**src/rtl/encoder_pkg.sv**
```systemverilog
// encoder_pkg
// Shared definitions for the priority-encoder family.
//   MODE_FIXED / MODE_RR : encodings of the 'mode' input.
//   wrap_dec(value, n)   : decrement modulo n. Zero wraps to n-1, not to
//                          the all-ones value of the index width.
package encoder_pkg;

  localparam logic MODE_FIXED = 1'b0;
  localparam logic MODE_RR    = 1'b1;

  function automatic int unsigned wrap_dec(input int unsigned value,
                                           input int unsigned n);
    return (value == 0) ? (n - 1) : (value - 1);
  endfunction

endpackage

```
**src/rtl/prio_scan.sv**
```systemverilog
// prio_scan
// Purely combinational scan that returns the highest set bit of a vector.
//   in_vec : N-bit input vector
//   idx    : index of the highest set bit (0 when nothing is set)
//   any    : 1 when at least one bit of in_vec is set
module prio_scan #(
  parameter int N = 8
) (
  input  logic [N-1:0]         in_vec,
  output logic [$clog2(N)-1:0] idx,
  output logic                 any
);

  localparam int W = $clog2(N);

  // Ascending loop, so the last set bit seen is the highest one.
  always_comb begin
    idx = '0;
    any = 1'b0;
    for (int i = 0; i < N; i++) begin
      if (in_vec[i]) begin
        idx = W'(i);
        any = 1'b1;
      end
    end
  end

endmodule

```
**src/rtl/prio_encoder_rr.sv**
```systemverilog
// prio_encoder_rr
// Registered N-to-log2(N) priority encoder with fixed and round-robin modes.
//   clk        : rising-edge clock
//   rst        : asynchronous active-high reset
//   en         : sample strobe; req and mode are used only when en=1
//   req        : request vector, bit i = line i is requesting
//   mode       : 0 = fixed priority (highest index wins), 1 = round-robin
//   out_valid  : one-cycle pulse, the sampled req was non-zero
//   out_none   : one-cycle pulse, the sampled req was all-zero
//   out_idx    : index of the last granted line
//   out_onehot : one-hot form of out_idx (all-zero only after reset)
//
// Flow control: each en=1 cycle is one sample and its result appears on the
// outputs one cycle later. There is no back-pressure, so the consumer must
// accept a result on every cycle in which out_valid or out_none is high.
module prio_encoder_rr #(
  parameter int N = 8
) (
  input  logic                 clk,
  input  logic                 rst,
  input  logic                 en,
  input  logic [N-1:0]         req,
  input  logic                 mode,
  output logic                 out_valid,
  output logic                 out_none,
  output logic [$clog2(N)-1:0] out_idx,
  output logic [N-1:0]         out_onehot
);

  import encoder_pkg::*;

  localparam int            W     = $clog2(N);
  localparam logic [W-1:0]  LAST  = W'(N - 1);
  localparam logic [W:0]    N_EXT = (W + 1)'(N);

  // Round-robin pointer: the first line examined on the next sample.
  logic [W-1:0] ptr;
  logic [W-1:0] ptr_next;

  // Datapath
  logic [W-1:0] ptr_eff;    // pointer actually used for this sample
  logic [W-1:0] base;       // req line that lands on rotated bit 0
  logic [N-1:0] rot_req;    // req rotated so that ptr_eff sits at bit N-1
  logic [W-1:0] scan_idx;
  logic         scan_any;
  logic [W-1:0] grant_idx;
  logic [N-1:0] grant_oh;

  // (a + b) mod N for operands in 0..N-1. The sum is at most 2N-2, so a
  // single conditional subtract is enough.
  function automatic logic [W-1:0] add_mod(input logic [W-1:0] a,
                                           input logic [W-1:0] b);
    logic [W:0] s;
    s = {1'b0, a} + {1'b0, b};
    if (s >= N_EXT) s = s - N_EXT;
    return s[W-1:0];
  endfunction

  // Fixed mode reuses the round-robin scan with the pointer pinned to N-1.
  // With that pointer the rotation is the identity and the scan returns
  // the highest set index directly.
  always_comb begin
    ptr_eff = (mode == MODE_FIXED) ? LAST : ptr;
    base    = (ptr_eff == LAST) ? '0 : ptr_eff + 1'b1;
    rot_req = '0;
    // rot_req[j] = req[(ptr_eff + 1 + j) mod N], so rot_req[N-1] = req[ptr_eff].
    // Scanning rot_req downward from N-1 visits ptr_eff, ptr_eff-1, ... with
    // wrap, which is the round-robin search order.
    for (int j = 0; j < N; j++) begin
      rot_req[j] = req[add_mod(base, W'(j))];
    end
  end

  prio_scan #(
    .N (N)
  ) u_scan (
    .in_vec (rot_req),
    .idx    (scan_idx),
    .any    (scan_any)
  );

  // Map the position in the rotated vector back to a real line number.
  always_comb begin
    grant_idx           = add_mod(base, scan_idx);
    grant_oh            = '0;
    grant_oh[grant_idx] = 1'b1;
  end

  // Pointer update. Any fixed-mode sample re-arms the pointer at N-1, so the
  // first round-robin grant after it matches the fixed-priority answer.
  // Empty samples and idle cycles leave the pointer alone.
  always_comb begin
    ptr_next = ptr;
    if (en) begin
      if (mode == MODE_FIXED) begin
        ptr_next = LAST;
      end else if (scan_any) begin
        ptr_next = W'(wrap_dec(32'(grant_idx), N));
      end
    end
  end

  always_ff @(posedge clk or posedge rst) begin
    if (rst) begin
      ptr        <= LAST;
      out_valid  <= 1'b0;
      out_none   <= 1'b0;
      out_idx    <= '0;
      out_onehot <= '0;
    end else begin
      ptr       <= ptr_next;
      out_valid <= en & scan_any;
      out_none  <= en & ~scan_any;
      // An empty sample reports out_none but keeps the previous grant.
      if (en && scan_any) begin
        out_idx    <= grant_idx;
        out_onehot <= grant_oh;
      end
    end
  end

endmodule

```
**config.mk**
```make
export PLATFORM = sky130hd
export DESIGN_NAME = prio_encoder_rr
export DESIGN_NICKNAME = d
export VERILOG_FILES = /design/src/rtl/encoder_pkg.sv /design/src/rtl/prio_scan.sv /design/src/rtl/prio_encoder_rr.sv
export SDC_FILE = /design/constraint.sdc
export NUM_CORES = 1
export LEC_CHECK = 0
export ABC_AREA = 1
export ABC_CLOCK_PERIOD_IN_PS = 7890
export CAP_MARGIN = 10
export CORE_UTILIZATION = 55
export CTS_CLUSTER_DIAMETER = 150
export CTS_CLUSTER_SIZE = 8
export DETAILED_ROUTE_END_ITERATION = 10
export PLACE_DENSITY = 0.83
export SETUP_SLACK_MARGIN = 0.1
export SYNTH_ARGS = -nofsm -noshare
export SYNTH_HDL_FRONTEND = slang
export SYNTH_HIERARCHICAL = 1
export SYNTH_SLANG_ARGS = --single-unit
```
**constraint.sdc**
```tcl
create_clock -name clk -period 7.89 [get_ports clk]
set_clock_uncertainty 0.05 [all_clocks]
set_input_delay 1.1835 -clock clk [delete_from_list [all_inputs] [get_ports clk]]
set_output_delay 1.1835 -clock clk [all_outputs]
set_load 0.01 [all_outputs]
```
* Word-level counts from Yosys, hierarchy flattened
Index checks and enable logic that the tools add are counted.
Word-level totals: register bits 16, output and inout bits 13, word-level logic and storage cells 99
Operators by class: add/subtract/negate cells 19, order comparisons 19, equal/unequal tests 2, multiplexer cells 47, bitwise gates (word level) 3, reduce and logical (&&, ||, !) cells 4
Operators by type and width (number):
- $mux W3 | 18
- $lt A3 B4 Y1 const B | 9
- $ge A4 B4 Y1 const B | 8
- $sub A3 B1 Y3 const B | 10
- $bmux W1 S3 | 8
- $mux W1 | 18
- $add A3 B3 Y4 const B | 4
- $add A3 B2 Y4 const B | 2
- $add A3 B1 Y4 const B | 1
- $add A3 B3 Y4 | 1
- $ge A3 B4 Y1 const B | 1
- $mux W2 | 2
- $add A3 B1 Y3 const B | 1
- $demux W1 S3 | 1
- $eq A3 B3 Y1 const B | 1
- $ge A3 B1 Y1 const B | 1
- $logic_not A3 Y1 | 1
- $and A1 B1 Y1 | 2
- $logic_and A1 B1 Y1 | 2
- $ne A2 B1 Y1 const B | 1
- $reduce_and A2 Y1 | 1
- $not A1 Y1 | 1

* Depth between registers and ports, before layout
depth after elaboration 22, depth in mapped cells 29, depth with buffers taken out 28

* Hierarchy
Netlist, hierarchy kept.
By module, submodules not included:
- prio_encoder_rr | times used 1, cells each 165, area each 1198.6 um2, seq. area each 404.1 um2
- prio_scan | times used 1, cells each 20, area each 77.6 um2, seq. area each 0.0 um2

* Worst setup path before layout
Ideal clock, no wire load.
path type input port to flip-flop, from in mode, to reg ptr[2], setup time 0.072 ns, arrival time 4.167 ns, required time 7.768 ns, path slack 3.600 ns, stages 26, path buffers 2, cell sequence buf_6 nand2_8 buf_6 ha_1 inv_1 nand3_4 nand2_4 xor2_2 nand2_1 o21ai_2 inv_1 nand2_1 nand2_1 nand2_1 nand2_1 nand2_1 nand2_1 ha_1 fa_1 inv_1 ha_1 or2_2 nand2_1 nand3_1 nand2_1 inv_1
RTL lines:
- start, declared | RTL line prio_encoder_rr.sv:23 | input logic mode,
- $mux W3 * | RTL line prio_encoder_rr.sv:63 | ptr_eff = (mode == MODE_FIXED) ? LAST : ptr;
- $add A3 B1 Y3 / $eq A3 B3 Y1 (equally long branches) | RTL line prio_encoder_rr.sv:64 | base = (ptr_eff == LAST) ? '0 : ptr_eff + 1'b1;
- $mux W3 * | RTL line prio_encoder_rr.sv:64
- $add A3 B2 Y4 * | RTL line prio_encoder_rr.sv:54 | s = {1'b0, a} + {1'b0, b};
- $ge A4 B4 Y1 / $sub A3 B1 Y3 (equally long branches) | RTL line prio_encoder_rr.sv:55 | if (s >= N_EXT) s = s - N_EXT;
- $mux W3 * | RTL line prio_encoder_rr.sv:55
- $bmux W1 S3 * | RTL line prio_encoder_rr.sv:70 | rot_req[j] = req[add_mod(base, W'(j))];
- $mux W1 (not written as such) * | RTL line prio_encoder_rr.sv:70
- net rot_req[2] | RTL line prio_encoder_rr.sv:43 | logic [N-1:0] rot_req;
- (+6 left out)
- net scan_idx[0] | RTL line prio_encoder_rr.sv:44 | logic [W-1:0] scan_idx;
- $add A3 B3 Y4 * | RTL line prio_encoder_rr.sv:54
- $ge A4 B4 Y1 / $sub A3 B1 Y3 (equally long branches) | RTL line prio_encoder_rr.sv:55
- $mux W3 * | RTL line prio_encoder_rr.sv:55
- net grant_idx[1] | RTL line prio_encoder_rr.sv:46 | logic [W-1:0] grant_idx;
- $sub A3 B1 Y3 / $logic_not A3 Y1 (equally long branches) | RTL line encoder_pkg.sv:13 | return (value == 0) ? (n - 1) : (value - 1);
- $mux W3 * | RTL line encoder_pkg.sv:13
- $mux W3 * | RTL line prio_encoder_rr.sv:97 | end else if (scan_any) begin
- $mux W3 * | RTL line prio_encoder_rr.sv:95 | if (mode == MODE_FIXED) begin
- end signal, assigned | RTL line prio_encoder_rr.sv:111 | ptr <= ptr_next;
- end, declared | RTL line prio_encoder_rr.sv:37 | logic [W-1:0] ptr;
Mark *: on every way through the listed nets, which the timed path passes. The rest lies on a longest branch. The select of a mux whose other input is x is not followed. A chain may end at the register's enable or synchronous reset.

* Worst setup path in the final report
Ends and elaborated chain as after synthesis.

==> results.sh <==
export IMPL_run_status="complete, no violations"
export IMPL_setup_viol=0
export IMPL_drv_cap=0
export IMPL_fill_cells=196
export IMPL_ys_seq_area_share_pct=31.7
export IMPL_wirelength_mm=2.40
export IMPL_die_w_um=50.2
export IMPL_fin_crit_sh_pct=64.0
export IMPL_num_vias=1168
export IMPL_routabilityCongestion=0.796
export IMPL_p_leak_nw=0.852
export IMPL_final_seq_area_um2=404
export IMPL_grt_overflow=0
export IMPL_cts_max_level=1
export IMPL_drc=0
export IMPL_dpl_cell_count=234
export IMPL_cts_tree="built"
export IMPL_drive_above_1_share_pct=11.4
export IMPL_ctsHoldBuffers=0
export IMPL_synthTopCellsByArea="dfrtp_1 (25%), nand2_1 (20%), inv_1 (9.4%)"
export IMPL_async_flop_share_pct=100
export IMPL_hold_path_end="out_idx[1]"
export IMPL_crit_arrival_ns=5.23
export IMPL_ir_worst_vdd_mv=0.278
export IMPL_reg2regPathDepth=24
export IMPL_multiInputGateArea_um2=722
export IMPL_hold_slack_ns=0.441
export IMPL_cts_sinks=16
export IMPL_fp_dieH_um=50.2
export IMPL_synth_edf_count=0
export IMPL_whs_path_depth=2
export IMPL_portBuffers=24
export IMPL_via_per_inst=4.91
export IMPL_drt_pass1_iterations=4
export IMPL_tns_ns=0
export IMPL_synth_top_cell_area_share_pct=25.5
export IMPL_p_per_area_mw_per_mm2=406
export IMPL_synth_flop_cell="dfrtp_1"
export IMPL_cts_buffers=3
export IMPL_diodes=0
export IMPL_synth_area_per_cell_um2=6.90
export IMPL_hp_start="out_idx[1]"
export IMPL_netSwitchingFraction_pct=49.6
export IMPL_slew_headroom_pct=62.1
export IMPL_ys_ff_latch=16
export IMPL_switchingPower_uw=314
export IMPL_ctsResizeCount=0
export IMPL_pwr_share_clk_pct=8.4
export IMPL_yosysMostFrequentCell="nand2_1"
export IMPL_core_mm2=0.00219
export IMPL_nNetsFinal=229
export IMPL_final_antenna_net_count=0
export IMPL_fmax_ghz=0.198
export IMPL_tightestPinTransition_ns=0.568
export IMPL_ys_types=23
export IMPL_grt_max_degree=19
export IMPL_dp_slack_ns=2.54
export IMPL_clock_latency_ns=0.28
export IMPL_avgRoutedWirePerCell_um=10.1
export IMPL_r2r_start="ptr[1]"
export IMPL_fin_crit_ns=5.05
export IMPL_cp_slowest_stage_delay_ns=0.82
export IMPL_clockBufferDepth=2
export IMPL_path_cells="clkdlybuf4s50_1 > nand2_1 > ha_1 > inv_1 > o21ai_1 > nand2_1 > o21ai_2 > inv_1 > nand2_1 > nand2_1 > nand2_1 > nand2_1 > nand2_1 > nand2_1 > ha_1 > fa_1 > inv_1 > ha_1 > or2_2 > nand2_1 > nand3_1 > nand2_1 > inv_1"
export IMPL_drt_iter0_markers=21
export IMPL_critPathCaptureType="register"
export IMPL_start_util_pct=58.3
export IMPL_antenna_found_initial=0
export IMPL_die_area_mm2=0.00252
export IMPL_setup_worst_path_class="in -> reg"
export IMPL_cp_start_kind="primary input"
export IMPL_drv_slew=0
export IMPL_cts_root_buf="clkbuf_4"
export IMPL_hold_violations=0
export IMPL_stdcell_count=238
export IMPL_grt_use_total_pct=21.9
export IMPL_crit_required_ns=8.07
export IMPL_crit_path_frequent_cell="nand2_1"
export IMPL_seqPwrFrac_pct=19.8
export IMPL_row_count=17
export IMPL_hpwl_mm=2.03
export IMPL_reg2reg_slack_ns=4.16
export IMPL_hp_class="reg -> reg"
export IMPL_yosys_warnings=6
export IMPL_final_setup_worst_slack_ns=2.84
export IMPL_slowest_stage="clkdlybuf4s50_1"
export IMPL_synth_cells=185
export IMPL_grt_pass1_vias=1065
export IMPL_syn_num_nets=203
export IMPL_post_synth_top_area_cell="dfrtp_1"
export IMPL_cp_max_fo=8
export IMPL_rsz0062_at_grt="false"
export IMPL_netlist_area_mm2=0.00128
export IMPL_area_growth_pct=22.4
export IMPL_grt_pass1_wl_mm=4.24
export IMPL_ios=25
export IMPL_r2r_end="ptr[2]"
export IMPL_clkTransAtPathRegs_ns=0.08
export IMPL_p_int_uw=320
export IMPL_comb_power_share_pct=71.8
export IMPL_synth_top_cells_by_count="nand2_1 (67), inv_1 (32), nor2_1 (15), dfrtp_1 (13), o21ai_0 (12)"
export IMPL_cts_setup_buffers=0
==> stage by stage <==
stage / total power, mW / instance area [um^2] / utilization, %
finish: 0.634 / 1560 / 71.3
global route: 0.709 / 1560 / 71.3
CTS: 0.642 / 1560 / 71.3
detailed placement: 0.587 / 1530 / 69.6
global placement: 0.570 / 1530 / 69.6
floorplan: 0.478 / 1280 / -
==> per-layer routing <==
layer  GRT usage, %  part of all wire [%]
met5              0                     0
met2           39.3                    51
met3           3.03                   2.3
met1           26.1                    46
met4           8.10                   1.2
==> registers in the layout (all words and copies together) (netlist names) <==
signal      count
out_valid       1
out_onehot      8
ptr             3
out_idx         3
out_none        1
==> how the worst max path moves through the flow <==
| stage | slack (ns) | start | cells past startpoint | endpoint |
|---|---|---|---|---|
| floorplan | 3.60 | mode | 26 | ptr[2] |
| global placement | 2.64 | mode | 23 | ptr[2] |
| detailed placement | 2.54 | mode | 23 | ptr[2] |
| CTS | 2.84 | mode | 23 | ptr[2] |
| global route | 2.52 | mode | 25 | ptr[2] |
| finish | 2.84 | mode | 23 | ptr[2] |
==> worst max-delay path: cells and delay by family <==
family / cells / cell delay (ns)
adders and majority gates: 4 / 1.41
buffers and inverters: 5 / 1.18
and+or+nand+nor: 12 / 1.15
AOI/OAI and AO/OA: 2 / 0.30
==> placed cells by master (no fill, tap or decap), drive strengths merged <==
cell type	count
nand2	73
inv	33
o21ai	25
clkdlybuf4s50	24
nor2	15
dfrtp	13
nand3	7
ha	5
clkbuf	4
dfstp	3
xor2	2
mux2i	2
and2	1
or2	1
fa	1
nor3	1
==> power groups by stage <==
stage               sequential [mW]  combinational, mW  clock [mW]
CTS                           0.126              0.462      0.0543
floorplan                     0.136              0.342           0
finish                        0.126              0.455      0.0533
global route                  0.129              0.521      0.0585
detailed placement            0.127              0.459           0
global placement              0.126              0.444           0
==> cells by family (layout without fill, tap and decap cells) <==
kind of cell             count (synthesis)  in the layout  synth area share [%]
AND/OR/NAND/NOR                         98             98                  34.4
buffers and inverters                   36             61                  11.8
AO/OA/AOI/OAI                           25             25                  11.6
flip-flops                              16             16                  31.7
adder cells (fa/ha/maj)                  6              6                  6.47
XOR/XNOR                                 2              2                  2.55
multiplexers                             2              2                  1.57
==> final cells by class <==
cell class                 count  share of cell area [%]
tap                           28                    2.24
multi-input combinational    133                    46.2
clock buffer                   4                    2.32
sequential                    16                    25.9
timing repair buffer          24                    15.4
inverter                      33                    7.93
No activity file was read; power rests on OpenSTA's default activity.
